[src/rtl/prga_check_if.sv]
// rtl/prga_check_if.sv - handshake and S/CT/PT memory bus of the PRGA check stage
interface prga_check_if;
    logic       en;
    logic       rdy;
    logic       pt_valid;
    logic [7:0] s_addr;
    logic [7:0] s_rddata;
    logic [7:0] s_wrdata;
    logic       s_wren;
    logic [7:0] ct_addr;
    logic [7:0] ct_rddata;
    logic [7:0] pt_addr;
    logic [7:0] pt_wrdata;
    logic       pt_wren;

    modport master (
        input  en, s_rddata, ct_rddata,
        output rdy, pt_valid, s_addr, s_wrdata, s_wren, ct_addr, pt_addr, pt_wrdata, pt_wren
    );

    modport slave (
        output en, s_rddata, ct_rddata,
        input  rdy, pt_valid, s_addr, s_wrdata, s_wren, ct_addr, pt_addr, pt_wrdata, pt_wren
    );
endinterface

[src/rtl/prga_check.sv]
// rtl/prga_check.sv - ARC4 PRGA decrypt of length-prefixed CT into PT with printable-byte early abort
module prga_check #(
    parameter bit         CHECK_EN = 1'b1,
    parameter logic [7:0] LO_CHAR  = 8'h20,
    parameter logic [7:0] HI_CHAR  = 8'h7E
) (
    input  logic          clk,
    input  logic          rst_n,
    prga_check_if.master  bus
);
    typedef enum logic [3:0] {
        IDLE, RD_LEN, GET_LEN, WR_LEN, RD_SI, GET_SI, RD_SJ, GET_SJ,
        WR_I, WR_J, RD_PAD, GET_PAD, WR_PT, DONE
    } state_t;

    state_t     state;
    logic       rdy, pt_valid, s_wren, pt_wren;
    logic [7:0] s_addr, s_wrdata, ct_addr, pt_addr, pt_wrdata;
    logic [7:0] len, i, j, k, si, sj, ctk;

    assign bus.rdy       = rdy;
    assign bus.pt_valid  = pt_valid;
    assign bus.s_addr    = s_addr;
    assign bus.s_wrdata  = s_wrdata;
    assign bus.s_wren    = s_wren;
    assign bus.ct_addr   = ct_addr;
    assign bus.pt_addr   = pt_addr;
    assign bus.pt_wrdata = pt_wrdata;
    assign bus.pt_wren   = pt_wren;

    // Outputs are registered on entry to the state that owns them, so each
    // address is on the bus for the whole cycle named after it.
    always_ff @(posedge clk or negedge rst_n) begin
        if (!rst_n) begin
            state     <= IDLE;
            rdy       <= 1'b1;
            pt_valid  <= 1'b0;
            s_wren    <= 1'b0;
            pt_wren   <= 1'b0;
            s_addr    <= 8'd0;
            s_wrdata  <= 8'd0;
            ct_addr   <= 8'd0;
            pt_addr   <= 8'd0;
            pt_wrdata <= 8'd0;
            len       <= 8'd0;
            i         <= 8'd0;
            j         <= 8'd0;
            k         <= 8'd0;
            si        <= 8'd0;
            sj        <= 8'd0;
            ctk       <= 8'd0;
        end else begin
            case (state)
                IDLE: begin
                    if (bus.en) begin
                        rdy      <= 1'b0;
                        pt_valid <= 1'b0;
                        ct_addr  <= 8'd0;
                        i        <= 8'd0;
                        j        <= 8'd0;
                        k        <= 8'd0;
                        state    <= RD_LEN;
                    end
                end
                RD_LEN: state <= GET_LEN;
                GET_LEN: begin
                    len       <= bus.ct_rddata;
                    pt_addr   <= 8'd0;
                    pt_wrdata <= bus.ct_rddata;
                    pt_wren   <= 1'b1;
                    state     <= WR_LEN;
                end
                WR_LEN: begin
                    pt_wren <= 1'b0;
                    k       <= 8'd1;
                    i       <= 8'd1;
                    if (len == 8'd0) begin
                        pt_valid <= 1'b1;
                        state    <= DONE;
                    end else begin
                        s_addr  <= 8'd1;
                        ct_addr <= 8'd1;
                        state   <= RD_SI;
                    end
                end
                RD_SI: state <= GET_SI;
                GET_SI: begin
                    si     <= bus.s_rddata;
                    ctk    <= bus.ct_rddata;
                    j      <= j + bus.s_rddata;
                    s_addr <= j + bus.s_rddata;
                    state  <= RD_SJ;
                end
                RD_SJ: state <= GET_SJ;
                GET_SJ: begin
                    sj       <= bus.s_rddata;
                    s_addr   <= i;
                    s_wrdata <= bus.s_rddata;
                    s_wren   <= 1'b1;
                    state    <= WR_I;
                end
                WR_I: begin
                    s_addr   <= j;
                    s_wrdata <= si;
                    state    <= WR_J;
                end
                WR_J: begin
                    s_wren <= 1'b0;
                    s_addr <= si + sj;
                    state  <= RD_PAD;
                end
                RD_PAD: state <= GET_PAD;
                GET_PAD: begin
                    pt_addr   <= k;
                    pt_wrdata <= bus.s_rddata ^ ctk;
                    pt_wren   <= 1'b1;
                    state     <= WR_PT;
                end
                WR_PT: begin
                    pt_wren <= 1'b0;
                    if (CHECK_EN && (pt_wrdata < LO_CHAR || pt_wrdata > HI_CHAR)) begin
                        pt_valid <= 1'b0;
                        state    <= DONE;
                    end else if (k == len) begin
                        pt_valid <= 1'b1;
                        state    <= DONE;
                    end else begin
                        k       <= k + 8'd1;
                        i       <= i + 8'd1;
                        s_addr  <= i + 8'd1;
                        ct_addr <= k + 8'd1;
                        state   <= RD_SI;
                    end
                end
                DONE: begin
                    rdy   <= 1'b1;
                    state <= IDLE;
                end
                default: state <= IDLE;
            endcase
        end
    end
endmodule

[src/flat_wrapper.sv]
// flat-port wrapper written by rule: the top's interface ports become plain ports
module prga_check_flat 
#(
    parameter bit         CHECK_EN = 1'b1,
    parameter logic [7:0] LO_CHAR  = 8'h20,
    parameter logic [7:0] HI_CHAR  = 8'h7E
)
  (clk, rst_n, bus_en, bus_s_rddata, bus_ct_rddata, bus_rdy, bus_pt_valid, bus_s_addr, bus_s_wrdata, bus_s_wren, bus_ct_addr, bus_pt_addr, bus_pt_wrdata, bus_pt_wren);
  prga_check_if bus_i ();
  input  logic clk;
  input  logic rst_n;
  input wire logic [$bits(bus_i.en)-1:0] bus_en;
  input wire logic [$bits(bus_i.s_rddata)-1:0] bus_s_rddata;
  input wire logic [$bits(bus_i.ct_rddata)-1:0] bus_ct_rddata;
  output wire logic [$bits(bus_i.rdy)-1:0] bus_rdy;
  output wire logic [$bits(bus_i.pt_valid)-1:0] bus_pt_valid;
  output wire logic [$bits(bus_i.s_addr)-1:0] bus_s_addr;
  output wire logic [$bits(bus_i.s_wrdata)-1:0] bus_s_wrdata;
  output wire logic [$bits(bus_i.s_wren)-1:0] bus_s_wren;
  output wire logic [$bits(bus_i.ct_addr)-1:0] bus_ct_addr;
  output wire logic [$bits(bus_i.pt_addr)-1:0] bus_pt_addr;
  output wire logic [$bits(bus_i.pt_wrdata)-1:0] bus_pt_wrdata;
  output wire logic [$bits(bus_i.pt_wren)-1:0] bus_pt_wren;
  assign bus_i.en = bus_en;
  assign bus_i.s_rddata = bus_s_rddata;
  assign bus_i.ct_rddata = bus_ct_rddata;
  assign bus_rdy = bus_i.rdy;
  assign bus_pt_valid = bus_i.pt_valid;
  assign bus_s_addr = bus_i.s_addr;
  assign bus_s_wrdata = bus_i.s_wrdata;
  assign bus_s_wren = bus_i.s_wren;
  assign bus_ct_addr = bus_i.ct_addr;
  assign bus_pt_addr = bus_i.pt_addr;
  assign bus_pt_wrdata = bus_i.pt_wrdata;
  assign bus_pt_wren = bus_i.pt_wren;
  prga_check #(.CHECK_EN(CHECK_EN), .LO_CHAR(LO_CHAR), .HI_CHAR(HI_CHAR)) u_core (.clk(clk), .rst_n(rst_n), .bus(bus_i));
endmodule
[config.mk]
export PLATFORM = sky130hd
export DESIGN_NAME = prga_check_flat
export DESIGN_NICKNAME = d
export VERILOG_FILES = /design/src/rtl/prga_check_if.sv /design/src/rtl/prga_check.sv /design/src/flat_wrapper.sv
export SDC_FILE = /design/constraint.sdc
export NUM_CORES = 1
export LEC_CHECK = 0
export ABC_AREA = 1
export CORE_UTILIZATION = 55
export DETAILED_ROUTE_END_ITERATION = 12
export PLACE_DENSITY = 0.78
export SKIP_CTS_REPAIR_TIMING = 1
export SYNTH_ARGS = -nofsm -noshare
export SYNTH_HDL_FRONTEND = slang
export SYNTH_SLANG_ARGS = --single-unit
[constraint.sdc]
create_clock -name clk -period 1.9 [get_ports clk]
set_input_delay 0.38 -clock clk [delete_from_list [all_inputs] [get_ports clk]]
set_output_delay 0.38 -clock clk [all_outputs]
set_load 0.01 [all_outputs]
==> flow_summary.toml, run 1 <==
[outcome]
status = "complete, no violations"

[pwr]
ir_drop_mv = 0.835
power_density_nw_per_um2 = 1420
power_mw = 9.57
p_switching_mw = 4.25
clock_power_share_pct = 13.9
p_int_mw = 5.33
switching_share_pct = 44.4
seqPwrFrac_pct = 36.7
p_comb_share_pct = 49.3
leakage_nw = 3.51

[cts]
clk_pin_slew_ps = 110
clockBufferDepth = 2
htreeDepth = 3
cts_num_sinks = 104
insertion_delay_ps = 390
cts_buffers = 9
cts_tree = "done"
cts_root_buf = "clkbuf_8"

[routing]
dr.pass1.iters = 5
post-route-drc-count = 0
via_per_inst = 5.44
wl_per_cell_um = 15.7
via_count = 5225
drtIter0Drc = 342
ant_nets = 0
wirelength_mm = 15.0

[setup_path]
critPathSlowestCell = "nor2_2"
crit_path_max_fanout = 13
rr_startpoint = "u_core.state[2]"
r2r-end = "u_core.bus.pt_wren"
required_ps = 2190
startpoint_type = "register"
path_class = "reg2reg"
end_kind = "register"
crit_end = "u_core.bus.pt_wren"
ff2ff_path_depth = 7
startpoint = "u_core.state[2]"
critPathMaxStageDelay_ps = 470
cpMostUsedCell = "inv_1"
path_cells = "inv_1, nand2_1, nor2_1, nor2_2, inv_1, o21bai_1, inv_1"
reg2reg_slack_ps = 40
cp.arrival_ps = 2150

[placement]
pre_cts_ws_ps = -337
gp_congestion = 0.932
placed_area_um2 = 6490
dp_hpwl_mm = 11.2
port_buffers = 62

[synth]
synth_cells = 731
ys_seq_elements = 104
yosys_warnings = 0
synth_cell_types = 33
ys_seq_area_share_pct = 47.2
synth_area_per_cell_um2 = 7.54
syn_area_um2 = 5510
syn-num-nets = 768

[die]
die_x_um = 102
start_util_pct = 56.7
ioPinCount = 63
dieHeight_um = 102
die_area_um2 = 10400
std_cell_rows = 36
core_area_um2 = 9730

[final_layout]
multi_input_area_um2 = 2590
fill_cells = 847
nets = 860
seqCellArea_um2 = 2600
synthToLayoutAreaGrowth_pct = 21.9
layout-drive-gt1-share_pct = 8.82
final_area_um2 = 6720
n_antenna_cell = 0

[sta]
setup_tns_ps = 0
finalCritPeriodShare_pct = 98.0
tightestPinTransition_ps = 561
setup_viol = 0
hold_viol_final = 0
max_freq_mhz = 537
slew_violations = 0
maxSlewHeadroom_pct = 62.5
post-route-min-period_ps = 1860
worst_clock_skew_ps = 14.1
fin_ws_ps = 37.6
rsz0062_at_grt = "true"

[grt]
grt_pass1_vias = 5112
grt_pass1_wl_mm = 24.8
grt_remaining_overflow = 0
antenna_found_initial = 0
track_usage_pct = 31.5
grt_max_degree = 38

[run]
cap_violations = 0

[worst_hold_path]
hp-class = "in2async"
[cell families after synthesis]
family	count (synthesis)	share of synthesized area, %
compound gates	67	6.76
simple gates	433	32.4
fa+ha+maj	18	4.36
flops	104	47.2
buf+inv	92	6.51
xor+xnor	17	2.70
[registers in the layout, indices dropped and copies added, names as in the netlist, 4 cells and up]
name and flops:
u_core.bus.ct_addr 8, u_core.bus.pt_addr 8, u_core.bus.pt_wrdata 8, u_core.bus.s_addr 8, u_core.bus.s_wrdata 8, u_core.ctk 8
u_core.i 8, u_core.j 8, u_core.k 8, u_core.len 8, u_core.si 8, u_core.sj 8
u_core.state 4
[layout make-up]
type	count	share of cell area, %
Clock buffer	10	1.90
Clock inverter	6	0.726
Multi-Input combinational cell	536	38.6
Sequential cell	104	38.8
Timing Repair Buffer	94	13.2
Tap cell	133	2.48
Inverter	78	4.36
[cells in the final DEF, fill, tap and decap left out, types with 2 or more instances in the layout]
master           instances
ha_1                    16
inv_1                   74
o221ai_1                 2
nor2_1                  35
o22ai_1                  2
o21ai_0                 33
xor2_1                   9
nor2_4                   3
nand2_2                  6
nor2_2                   5
nand4_1                 13
nor3_1                   6
nand2_4                  2
buf_4                   30
inv_6                    4
nand2_1                309
clkdlybuf4s50_1         61
inv_2                    4
xnor2_1                  8
clkbuf_8                 9
dfrtp_1                103
o211ai_1                 5
nor4_1                   2
a21oi_1                 19
nand3_1                 49
a22o_1                   2
buf_12                   2
[stage by stage]
step / utilization, % / instances / hold WS (ps)
after floorplan: - / 731 / 84.4
after global placement: 66.7 / 943 / 313
after detailed placement: 66.7 / 943 / 323
after CTS: 68.5 / 959 / -113
after global routing: 69.1 / 961 / 467
final: 69.1 / 961 / 434
[worst max-delay path: cells and delay by family, from the launching register on]
family	cells	cell delay, ps
DFF	1	440
AOI/OAI and AO/OA	1	190
and+or+nand+nor	3	710
buffers and inverters	3	420
[synth_stat cells]
library cell    n  share of area, %
nand4_2         1              0.23
inv_2           4              0.27
nor4_1          2              0.23
a21oi_1        19               1.7
and3_1          1              0.11
dfrtp_1       103                47
buf_2           5              0.45
nand3_2         1              0.18
nor3_1          6              0.54
nor2_1         37               2.5
fa_1            2              0.73
nor2_4          2              0.41
o21ai_2         1              0.16
o22ai_1         2              0.23
xnor2_1         8               1.3
a22o_1          2              0.32
dfstp_2         1              0.48
o21bai_1        1              0.14
inv_1          74               5.0
xor2_1          9               1.4
o21ai_0        34               3.1
o211ai_1        5              0.68
nor2_2          4              0.45
ha_1           16               3.6
o221ai_1        2              0.32
or2_2           1              0.11
nand2_2         5              0.57
clkbuf_1        7              0.48
nand2_1       311                21
nand4_1        13               1.5
buf_4           2              0.27
a31oi_1         1              0.11
nand3_1        49               4.4
[routing by layer]
| metal | wire [um] | GRT usage (%) | vias up |
|---|---|---|---|
| li1 | - | - | 2496 |
| met1 | 6440 | 40.9 | 2487 |
| met2 | 7330 | 52.6 | 206 |
| met3 | 924 | 6.36 | 36 |
| met4 | 357 | 11.2 | 0 |
| met5 | 0 | 0 | - |
[worst min path at each step]
stage | endpoint | cells after the start
after detailed placement | u_core.sj[2] | 1
after global placement | u_core.sj[1] | 1
after global routing | u_core.si[2] | 2
after CTS | u_core.sj[6] | 1
final | u_core.si[2] | 2
after floorplan | u_core.bus.ct_addr[0] | 0
[power groups by stage]
stage          combinational (mW)  clock, mW  sequential [mW]
6_report                     4.72       1.33             3.52
5_1_grt                      5.27       1.44             3.60
4_1_cts                      4.57       1.36             3.51
3_5_place_dp                 4.54          0             3.54
3_3_place_gp                 4.41          0             3.52
2_1_floorplan                2.83          0             3.53
Note: power is estimated with default switching activity, not from simulation.
==> run 2, diff against run 1 <==
CORE_UTILIZATION = 51   (was 55)
PLACE_DENSITY = 0.76   (was 0.78)
TNS_END_PERCENT = 100   (was not set)
clock period = 1.7 ns   (was 1.9 ns; I/O delays follow)
==> run 2 against run 1 <==
  * Die area grew 7.7%
  * Combinational power is 26% higher
  * Via count up 1.9%
  * Flip-flop and latch count unchanged
  * Critical path type unchanged
==> flow_summary.toml, run 2 (synthesis gave the netlist of run 1 again) <==
[sta]
rsz0062_at_grt = "true"
setup_viol = 0
worst_clock_skew_ps = 12.1
slew_violations = 0
finalCritPeriodShare_pct = 99.1
hold_viol_final = 0
maxSlewHeadroom_pct = 76.4
max_freq_mhz = 594
fin_hold_ws_ps = 442
setup_tns_ps = 0
tightestPinTransition_ps = 354
post-route-min-period_ps = 1680

[setup_path]
startpoint_type = "register"
required_ps = 2030
path_class = "reg2reg"
r2r-end = "u_core.bus.s_addr[4]"
reg2reg_slack_ps = 20
crit_path_max_fanout = 4
cp.arrival_ps = 2010
end_kind = "register"
ff2ff_path_depth = 9
rr_startpoint = "u_core.j[0]"

[final_layout]
multi_input_area_um2 = 2800
n_antenna_cell = 0
seqCellArea_um2 = 2610
layout-drive-gt1-share_pct = 17.0
nets = 893
fill_cells = 816
final_common_cell = "nand2_1"
synthToLayoutAreaGrowth_pct = 31.9
stdcell_count = 997
final_util_pct = 69.8
final_cell_mix = "nand2_1 (299), dfrtp_1 (99), inv_1 (71)"

[routing]
dr.pass1.iters = 4
wirelength_mm = 15.5
drtIter0Drc = 375
post-route-drc-count = 0
via_per_inst = 5.34
wl_per_cell_um = 15.5
via_count = 5325
ant_nets = 0

[cts]
htreeDepth = 3
cts_tree = "done"
cts_num_sinks = 104
cts_buffers = 9
clockBufferDepth = 2
clk_pin_slew_ps = 100
insertion_delay_ps = 380
cts_root_buf = "clkbuf_8"

[die]
die_area_um2 = 11200
core_area_um2 = 10400
die_x_um = 106
std_cell_rows = 37
start_util_pct = 52.9
dieHeight_um = 106
ioPinCount = 63

[worst_hold_path]
hp-class = "in2reg"
holdCritStartpoint = "bus_s_rddata[5]"
holdPathStages = 4
hold_end = "u_core.si[5]"

[grt]
grt_pass1_wl_mm = 25.3
grt_max_degree = 46
antenna_found_initial = 0
track_usage_pct = 28.9
grt_remaining_overflow = 0
grt_pass1_vias = 5313

[pwr]
power_density_nw_per_um2 = 1610
ir_drop_mv = 0.868
leakage_nw = 3.81

[placement]
dp_hpwl_mm = 11.4
dp.cells = 976
gp_congestion = 0.957
port_buffers = 62

[outcome]
status = "complete, no violations"

[run]
cap_violations = 0
[run 2: metrics by stage]
step / total power [mW] / area (um^2) / worst slack (ps)
detailed placement: 9.35 / 6720 / -495
global placement: 9.19 / 6720 / -467
floorplan: 7.11 / 5510 / 94.3
finish: 11.7 / 7270 / 16.0
global route: 12.6 / 7270 / -127
CTS: 11.1 / 6940 / -101
[run 2: power breakdown]
| part | internal [mW] | switching (mW) |
|---|---|---|
| clock | 0.872 | 0.893 |
| sequential | 3.30 | 0.699 |
| combinational | 2.61 | 3.33 |
| total | 6.78 | 4.93 |
[run 2: worst max-delay path, stage by stage, from the launching register on]
cell     delay, ps
dfrtp_1        420
ha_2           210
fa_2           370
nand3_1         90
nand3_1        120
a21oi_2        170
o21ai_2         70
nand3_1         80
nand2_1         50
nand2_1         50
[run 2: layout make-up]
type / count / area share, %
Clock buffer: 11 / 1.94
Clock inverter: 5 / 1.08
Inverter: 78 / 4.03
Multi-Input combinational cell: 535 / 38.5
Sequential cell: 104 / 35.9
Tap cell: 136 / 2.34
Timing Repair Buffer: 128 / 16.2
[run 2: worst max-delay path by stage]
| stage | startpoint | to | slack [ps] | depth (start not counted) |
|---|---|---|---|---|
| after floorplan | u_core.j[0] | u_core.bus.s_addr[4] | 90 | 8 |
| after global placement | bus_s_rddata[0] | u_core.bus.s_addr[4] | -470 | 9 |
| after detailed placement | bus_s_rddata[0] | u_core.bus.s_addr[4] | -500 | 9 |
| after CTS | u_core.bus.rdy | bus_rdy | -100 | 1 |
| after global routing | u_core.sj[0] | u_core.bus.s_addr[2] | -130 | 8 |
| final | u_core.j[0] | u_core.bus.s_addr[4] | 20 | 9 |
[run 2: routing by layer]
metal	routed length (um)	track usage (%)	vias up
li1	-	-	2570
met1	6760	38.1	2536
met2	7400	47.6	181
met3	832	3.80	38
met4	471	13.4	0
met5	0	0	-
